File: src/rtl/blk_431c31.sv
// Keypad lock controller: three-digit BCD code entry with cursor, motor open/close
// sequencing, and an alarm that latches after repeated wrong codes.
module blk_431c31 #(
  parameter logic [11:0] PASSWORD    = 12'h080,
  parameter int          MOVE_CYCLES = 8,
  parameter int          MAX_FAILS   = 3
) (
  input  logic       clk,
  input  logic       rst,
  input  logic       Left,
  input  logic       Right,
  input  logic       Up,
  input  logic       Down,
  input  logic       Enter,
  output logic [3:0] Value0,
  output logic [3:0] Value1,
  output logic [3:0] Value2,
  output logic [2:0] Motor,
  output logic       Lock
);

  // state      | meaning
  // S_LOCKED   | bolt closed, code entry active
  // S_OPENING  | motor driving open for MOVE_CYCLES cycles
  // S_OPEN     | bolt open, waiting for Enter to close
  // S_CLOSING  | motor driving closed for MOVE_CYCLES cycles
  // S_ALARM    | too many wrong codes, exits only through reset
  typedef enum logic [2:0] {
    S_LOCKED  = 3'd0,
    S_OPENING = 3'd1,
    S_OPEN    = 3'd2,
    S_CLOSING = 3'd3,
    S_ALARM   = 3'd4
  } state_t;

  localparam logic [7:0] MOVE_LOAD  = 8'(MOVE_CYCLES - 1);
  localparam logic [2:0] FAIL_LIMIT = 3'(MAX_FAILS);

  state_t      state, state_nxt;
  logic [4:0]  btn, btn_prev, rise;
  logic        act_enter, act_up, act_down, act_right, act_left;
  logic [1:0]  cursor;
  logic [3:0]  digit [3];
  logic [3:0]  sel_digit, digit_inc, digit_dec;
  logic [2:0]  fail_cnt, fail_inc;
  logic [7:0]  timer;
  logic        code_ok, fail_hit, timer_done, load_timer;
  logic [2:0]  motor_nxt;
  logic        lock_nxt;

  assign btn  = {Enter, Up, Down, Right, Left};
  assign rise = btn & ~btn_prev;

  // Only the highest-priority fresh edge acts in a given cycle.
  assign act_enter = rise[4];
  assign act_up    = rise[3] & ~rise[4];
  assign act_down  = rise[2] & ~(|rise[4:3]);
  assign act_right = rise[1] & ~(|rise[4:2]);
  assign act_left  = rise[0] & ~(|rise[4:1]);

  assign code_ok    = ({digit[2], digit[1], digit[0]} == PASSWORD);
  assign fail_inc   = fail_cnt + 3'd1;
  assign fail_hit   = (fail_inc == FAIL_LIMIT);
  assign timer_done = (timer == 8'd0);
  assign load_timer = ((state == S_LOCKED) && (state_nxt == S_OPENING)) ||
                      ((state == S_OPEN)   && (state_nxt == S_CLOSING));

  always_comb begin
    case (cursor)
      2'd1:    sel_digit = digit[1];
      2'd2:    sel_digit = digit[2];
      default: sel_digit = digit[0];
    endcase
  end

  assign digit_inc = (sel_digit >= 4'd9) ? 4'd0 : sel_digit + 4'd1;
  assign digit_dec = (sel_digit == 4'd0) ? 4'd9 : sel_digit - 4'd1;

  always_ff @(posedge clk or negedge rst) begin
    if (!rst) begin
      state    <= S_LOCKED;
      Motor    <= 3'b000;
      Lock     <= 1'b1;
      btn_prev <= 5'd0;
    end else begin
      state    <= state_nxt;
      Motor    <= motor_nxt;
      Lock     <= lock_nxt;
      btn_prev <= btn;
    end
  end

  always_comb begin
    state_nxt = state;
    case (state)
      S_LOCKED:  if (act_enter) state_nxt = code_ok ? S_OPENING : (fail_hit ? S_ALARM : S_LOCKED);
      S_OPENING: if (timer_done) state_nxt = S_OPEN;
      S_OPEN:    if (act_enter) state_nxt = S_CLOSING;
      S_CLOSING: if (timer_done) state_nxt = S_LOCKED;
      S_ALARM:   state_nxt = S_ALARM;
      default:   state_nxt = S_LOCKED;
    endcase
  end

  // Outputs decode the next state so they register together with it.
  always_comb begin
    motor_nxt = 3'b000;
    lock_nxt  = 1'b1;
    case (state_nxt)
      S_OPENING: motor_nxt = 3'b001;
      S_OPEN:    lock_nxt  = 1'b0;
      S_CLOSING: motor_nxt = 3'b010;
      S_ALARM:   motor_nxt = 3'b100;
      default:   ;
    endcase
  end

  always_ff @(posedge clk or negedge rst) begin
    if (!rst) begin
      timer    <= 8'd0;
      cursor   <= 2'd0;
      fail_cnt <= 3'd0;
      for (int i = 0; i < 3; i++) digit[i] <= 4'd0;
    end else begin
      if (load_timer)       timer <= MOVE_LOAD;
      else if (!timer_done) timer <= timer - 8'd1;

      if (state == S_LOCKED) begin
        if (act_enter) begin
          if (code_ok) fail_cnt <= 3'd0;
          else begin
            fail_cnt <= fail_inc;
            for (int i = 0; i < 3; i++) digit[i] <= 4'd0;
          end
        end else if (act_up || act_down) begin
          for (int i = 0; i < 3; i++)
            if (cursor == 2'(i)) digit[i] <= act_up ? digit_inc : digit_dec;
        end else if (act_right) begin
          cursor <= (cursor == 2'd2) ? 2'd0 : cursor + 2'd1;
        end else if (act_left) begin
          cursor <= (cursor == 2'd0) ? 2'd2 : cursor - 2'd1;
        end
      end else if ((state == S_CLOSING) && timer_done) begin
        cursor <= 2'd0;
        for (int i = 0; i < 3; i++) digit[i] <= 4'd0;
      end
    end
  end

  assign Value0 = digit[0];
  assign Value1 = digit[1];
  assign Value2 = digit[2];

endmodule

File: config.mk
export PLATFORM = sky130hd
export DESIGN_NAME = blk_431c31
export DESIGN_NICKNAME = d
export VERILOG_FILES = /design/src/rtl/blk_431c31.sv
export SDC_FILE = /design/constraint.sdc
export NUM_CORES = 1
export LEC_CHECK = 0
export ABC_CLOCK_PERIOD_IN_PS = 2700
export BUFFER_PORTS_ARGS = -buffer_cell sky130_fd_sc_hd__buf_2
export CORE_MARGIN = 8
export CORE_UTILIZATION = 52
export CTS_BUF_LIST = sky130_fd_sc_hd__clkbuf_8 sky130_fd_sc_hd__clkbuf_16
export CTS_CLUSTER_SIZE = 25
export DETAILED_ROUTE_END_ITERATION = 12
export GPL_TIMING_DRIVEN = 0
export PLACE_DENSITY = 0.75
export SLEW_MARGIN = 20
export SYNTH_ARGS = -nofsm -noshare
export SYNTH_HDL_FRONTEND = slang
export SYNTH_SLANG_ARGS = --single-unit
export TNS_END_PERCENT = 10
File: constraint.sdc
create_clock -name clk -period 2.7 [get_ports clk]
set_input_delay 0.81 -clock clk [delete_from_list [all_inputs] [get_ports clk]]
set_output_delay 0.81 -clock clk [all_outputs]
set_load 0.02 [all_outputs]
== Word-level counts from Yosys, hierarchy flattened ==
Cells that the tools add are included.
W data, S select, Z words.
Operators by class
  add/sub/neg operators: 6
  mux-type cells: 32
  magnitude comparators: 1
  bitwise operators: 10
  equal/unequal tests: 21
  reductions and logical operators: 18
Operators with widths (count)
  $mux W12: 5
  $mux W4: 6
  $mux W3: 7
  $mux W2: 8
  $mux W8: 2
  $reduce_and A4 Y1: 4
  $eq A3 B2 Y1 const B: 5
  $pmux W3 S5: 1
  $eq A12 B8 Y1 const B: 1
  $ne A3 B2 Y1 const B: 4
  $pmux W3 S3: 1
  $logic_not A8 Y1: 1
  $pmux W4 S2: 1
  $sub A8 B1 Y8 const B: 1
  $eq A3 B1 Y1 const B: 2
  $eq A3 B3 Y1 const B: 2
  $ne A3 B3 Y1 const B: 2
  $and A5 B5 Y5: 1
  $not A5 Y5: 1
  $add A4 B1 Y4 const B: 1
  $and A1 B1 Y1: 4
  $ge A4 B4 Y1 const B: 1
  $logic_not A4 Y1: 1
  $ne A2 B2 Y1 const B: 2
  other kinds (18): 24
Word-level totals
  logic and storage cells: 98
  output and inout bits: 16
  bits in registers: 37

== Longest topological paths before layout ==
  depth in word-level cells: 10
  depth in mapped cells: 10
  gate-level depth less buffers: 10

== Least setup slack after synthesis ==
Ideal clock, no wire load.
  path kind: reg2reg
  from: register cursor[0]
  to: register digit (netlist bit Value1[0])
  data required time: 2.635 ns
  slack: 0.158 ns
  library setup time: 0.065 ns
  cell stages (with the launch flop): 11
  clock period less this slack: 2.542 ns
  buffers on the path: 1
  arrival: 2.477 ns
  path through: dfrtp_1 inv_1 ha_1 buf_2 mux2i_1 inv_1 ha_1 a2111oi_4 o31ai_1 a211oi_2 mux2_2
On the way
  cells in the longest elaborated chain, start to end: 9
Ends and longest elaborated chain
  start, declared: line 42  | logic [1:0] cursor;
  start signal, assigned: line 139  | cursor <= (cursor == 2'd2) ? 2'd0 : cursor + 2'd1;
  start signal, assigned: line 141  | cursor <= (cursor == 2'd0) ? 2'd2 : cursor - 2'd1;
  $eq A2 B2 Y1 / $eq A2 B1 Y1 (equally long branches): line 69, 137
  $pmux W4 S2: line 69  | case (cursor)
  $sub A4 B1 Y4 (tied with other cells): line 77  | assign digit_dec = (sel_digit == 4'd0) ? 4'd9 : sel_digit - 4'd1;
  $mux W4 (on tied branches): line 77, 76
  $mux W4 (2 in series): line 137  | if (cursor == 2'(i)) digit[i] <= act_up ? digit_inc : digit_dec;
  $mux W12: line 135  | end else if (act_up || act_down) begin
  $mux W12: line 129  | if (act_enter) begin
  $mux W12: line 128  | if (state == S_LOCKED) begin
  end signal, assigned by index: line 137
  end, declared: line 43  | logic [3:0] digit [3];
Parallel ways exist; a longest one is shown, timed or not. The select of a mux whose other input is x is not followed.
A chain may end at the register's enable or synchronous reset.

== Worst setup path after layout ==
  from: register cursor[1]
  to: register digit (netlist bit Value1[0])
Same word-level chain as after synthesis.

==> summary.md <==
| Metric | Value |
|---|---|
| DRC | 0 |
| Yosys top cell area share | a little over two fifths |
| Final setup viols | 0 |
| TritonCTS buffer count | 5 |
| Vias post-DR | 1710 |
| CP Data Required Time | between 2 and 3 ns |
| Standard-cell row count | 23 |
| Clock buffer depth | 2 |
| Core area | between 3000 and 4000 um^2 |
| Cts hold-fix bufs | 0 |
| PortBufs | 22 |
| Wire per inst | between 15 and 20 um |
| Area contributors post-synth | dfrtp_1, ha_1, nand2_1 |
| Vias in the first global route | roughly 1700 |
| Iteration-0 DRC Markers | 89 |
| HPWL Detailed | approximately 3.4 mm |
| Post-synthesis cell area | between 2000 and 2500 um^2 |
| Synthesis Warnings | 0 |
| Static Leak | between 0.001 and 0.0015 uW |
| Gr busiest metal | met2 |
| #FFs+latches synth | 37 |
| Skew final | 0.00595 ns |
| Slowest stage delay, CP | ~0.38 ns |
| Reg2reg path depth | 10 |
| Depth of the worst hold-timing path | 1 |
| Synthesized area per cell | between 10 and 15 um^2 |
| Async set-reset flop share out of synthesis | 100% |
| Worst vdd ir | roughly 550 uV |
| Min cycle time layout | roughly 2.6 ns |
| Final hold vios | 0 |
| Max Freq | a little under 0.4 GHz |
| Post-Layout Cell Count | 291 |
| CTS tree | built |
| Final nets | 257 |
| GP Congestion | about 0.85 |
| Max Cap Viol | 0 |
| Htree depth | 2 |
| Initial antenna violation count | 0 |
| Clock root buffer | clkbuf_8 |
| Number of I/O pins | 23 |
| Synth area leader | dfrtp_1 |
| Grt met3 use | under 10% |
| CP max stage cell | mux2i_4 |
| Grt ovf | 0 |
| Net Count, Synth | 226 |
| Clock Latency Late Sink | about 0.29 ns |
| Most common cell after layout, fill and taps aside | dfrtp_1 |
| Startpoint types | register |
| Worst min-delay path class | reg -> reg |
| Worst-Margin Slew | between 0.8 and 0.9 ns |
| Antenna diodes | 0 |
| First-pass GRT wire length | just over 8 mm |
| Max_slew headroom | about 46% |
| Met2 Use GR | between 20% and 30% |
| Syn Inst Count | ~210 |
| Placed Instances | ~280 |
| Die H | 80.0 um |
| Initial Util | a little over half |
| Filler cells | between 300 and 400 |
| Total Routing Usage GR | 15.8% |
| Die area | around 6400 um^2 |
| P&R area growth vs syn | 15.1% |
| DRT antenna net count | 0 |
| Vias per cell | a little under 6 |
| Layout cells sized above 1 | about a quarter |
| Crit-path cells | inv_1 -> ha_1 -> buf_6 -> mux2i_4 -> ha_4 -> inv_1 -> a2111oi_4 -> o31ai_1 -> a211oi_2 -> mux2_2 |
| Worst Setup End Kind | register |
| Detailed Routing Iterations Pass 1 | 4 |
| Max FO, Critical Path | 9 |
| Slew Limit Fails | 0 |
| Sum of negative setup slack | 0 ns |
| Commonest cells after routing, fill and taps aside | dfrtp_1, buf_2, nand2_1, nor2_1, inv_1 |
| Die W | roughly 80 um |
| Pin count of the biggest net entering global routing | 38 |
| Crit path DAT | roughly 2.8 ns |
| CTS Sinks | 37 |
| Stages on worst setup path | 10 |
| Clk slew on worst S/H paths | 0.08 ns |
| Number of synthesized flops with an enable pin | 0 |
| Cell family with most CP delay | compound AO/OA/AOI/OAI gates |
| Routed wire length | approximately 4.7 mm |
| Sequential share of the synthesized area | 43.6% |
| Buffers & Inverters on Critical Path | 3 |
| Most common cell on crit path | inv_1 |
| Worst Path Class, Setup | reg -> reg |
| Tcrit/Tclk final | a little over nine tenths |
| Primary FF master, synth | dfrtp_1 |
| Power Density | 1230 nW/um^2 |
| Outcome | finished, final reports clean |
| Unique masters post-synth | between 50 and 60 |
| Met1 usage | approximately a fifth |
## cells in the mapped netlist, drive strengths merged (2+ instances only)
cell type  count
dfrtp         36
o21ai          8
a41oi          3
nor4           6
o31ai          2
and2           2
inv           13
xor2           3
buf            7
a22o           4
a31oi          3
mux2i          5
nor3           8
nand3          9
ha            10
a211oi         2
nand4          3
a21oi          8
o211ai         3
mux2           7
nand2b         5
nor2          14
xnor2          6
o2bb2ai        3
nor2b          6
a2111oi        2
nand2         18
## flip-flops by register name, summed over array words and instances, names as in the netlist
signal	flops
Value0	4
Value2	4
btn_prev	5
timer	8
state	3
fail_cnt	3
Motor	3
Lock	1
Value1	4
cursor	2
## per-stage QoR
stage	cell area, um^2	utilization [%]	hold WS [ns]	setup WS (ns)	power [uW]
2_1_floorplan	2130	-	0.477	0.158	2110
5_1_grt	2450	61.6	0.565	-0.00137	3240
3_3_place_gp	2300	57.9	0.506	-0.148	2450
3_5_place_dp	2300	57.9	0.514	-0.175	2490
4_1_cts	2410	60.7	0.530	0.00926	2930
6_report	2450	61.6	0.523	0.141	3000
## final cells by class
type / count / area (um^2) / area share [%]
timing repair buffer: 24 / 125 / 5.11
clock inverter: 3 / 17.5 / 0.716
inverter: 13 / 48.8 / 1.99
tap: 50 / 62.6 / 2.56
sequential: 37 / 927 / 37.9
clock buffer: 5 / 68.8 / 2.81
multi-input combinational: 152 / 1140 / 46.8
buffer: 7 / 52.6 / 2.15
## power by group
group / leakage, uW / switching [uW] / internal (uW) / total, uW
combinational: 0.000590 / 967 / 690 / 1660
clock: 0.0000439 / 204 / 178 / 382
sequential: 0.000464 / 203 / 758 / 962
total: 0.00110 / 1370 / 1630 / 3000
## layer usage
layer  part of all wire (%)  up-vias
li1                       -      822
met1                     48      826
met2                     45       52
met3                    4.9       10
met4                    1.4        0
met5                      0        -
## repair_timing
| item | in CTS | in global routing |
|---|---|---|
| buffers inserted | 0 | 2 |
| setup endpoints to repair | 12 | 12 |
| pin swaps | 0 | 2 |
| gates resized for setup | 4 | 7 |
## path summary, 6_finish.rpt
path	start	endpoint	slack, ns
hold / removal	fail_cnt[0]	fail_cnt[0]	0.52
setup / recovery	cursor[1]	Value1[0]	0.14
min in group asynchronous	rst	timer[6]	0.61
hold reg to reg	fail_cnt[0]	fail_cnt[0]	0.52
max in group asynchronous	rst	btn_prev[4]	1.57
setup reg to reg	cursor[1]	Value1[0]	0.14
## kinds of logic after synthesis
logic type,count (synthesis),share of synthesized area (%)
simple gates,74,18.8
compound gates,47,17.5
flops,37,43.6
buf+inv,20,4.47
mux,12,6.06
fa+ha+maj,10,5.88
xor+xnor,9,3.71
Power figures use the tool's default switching activity.
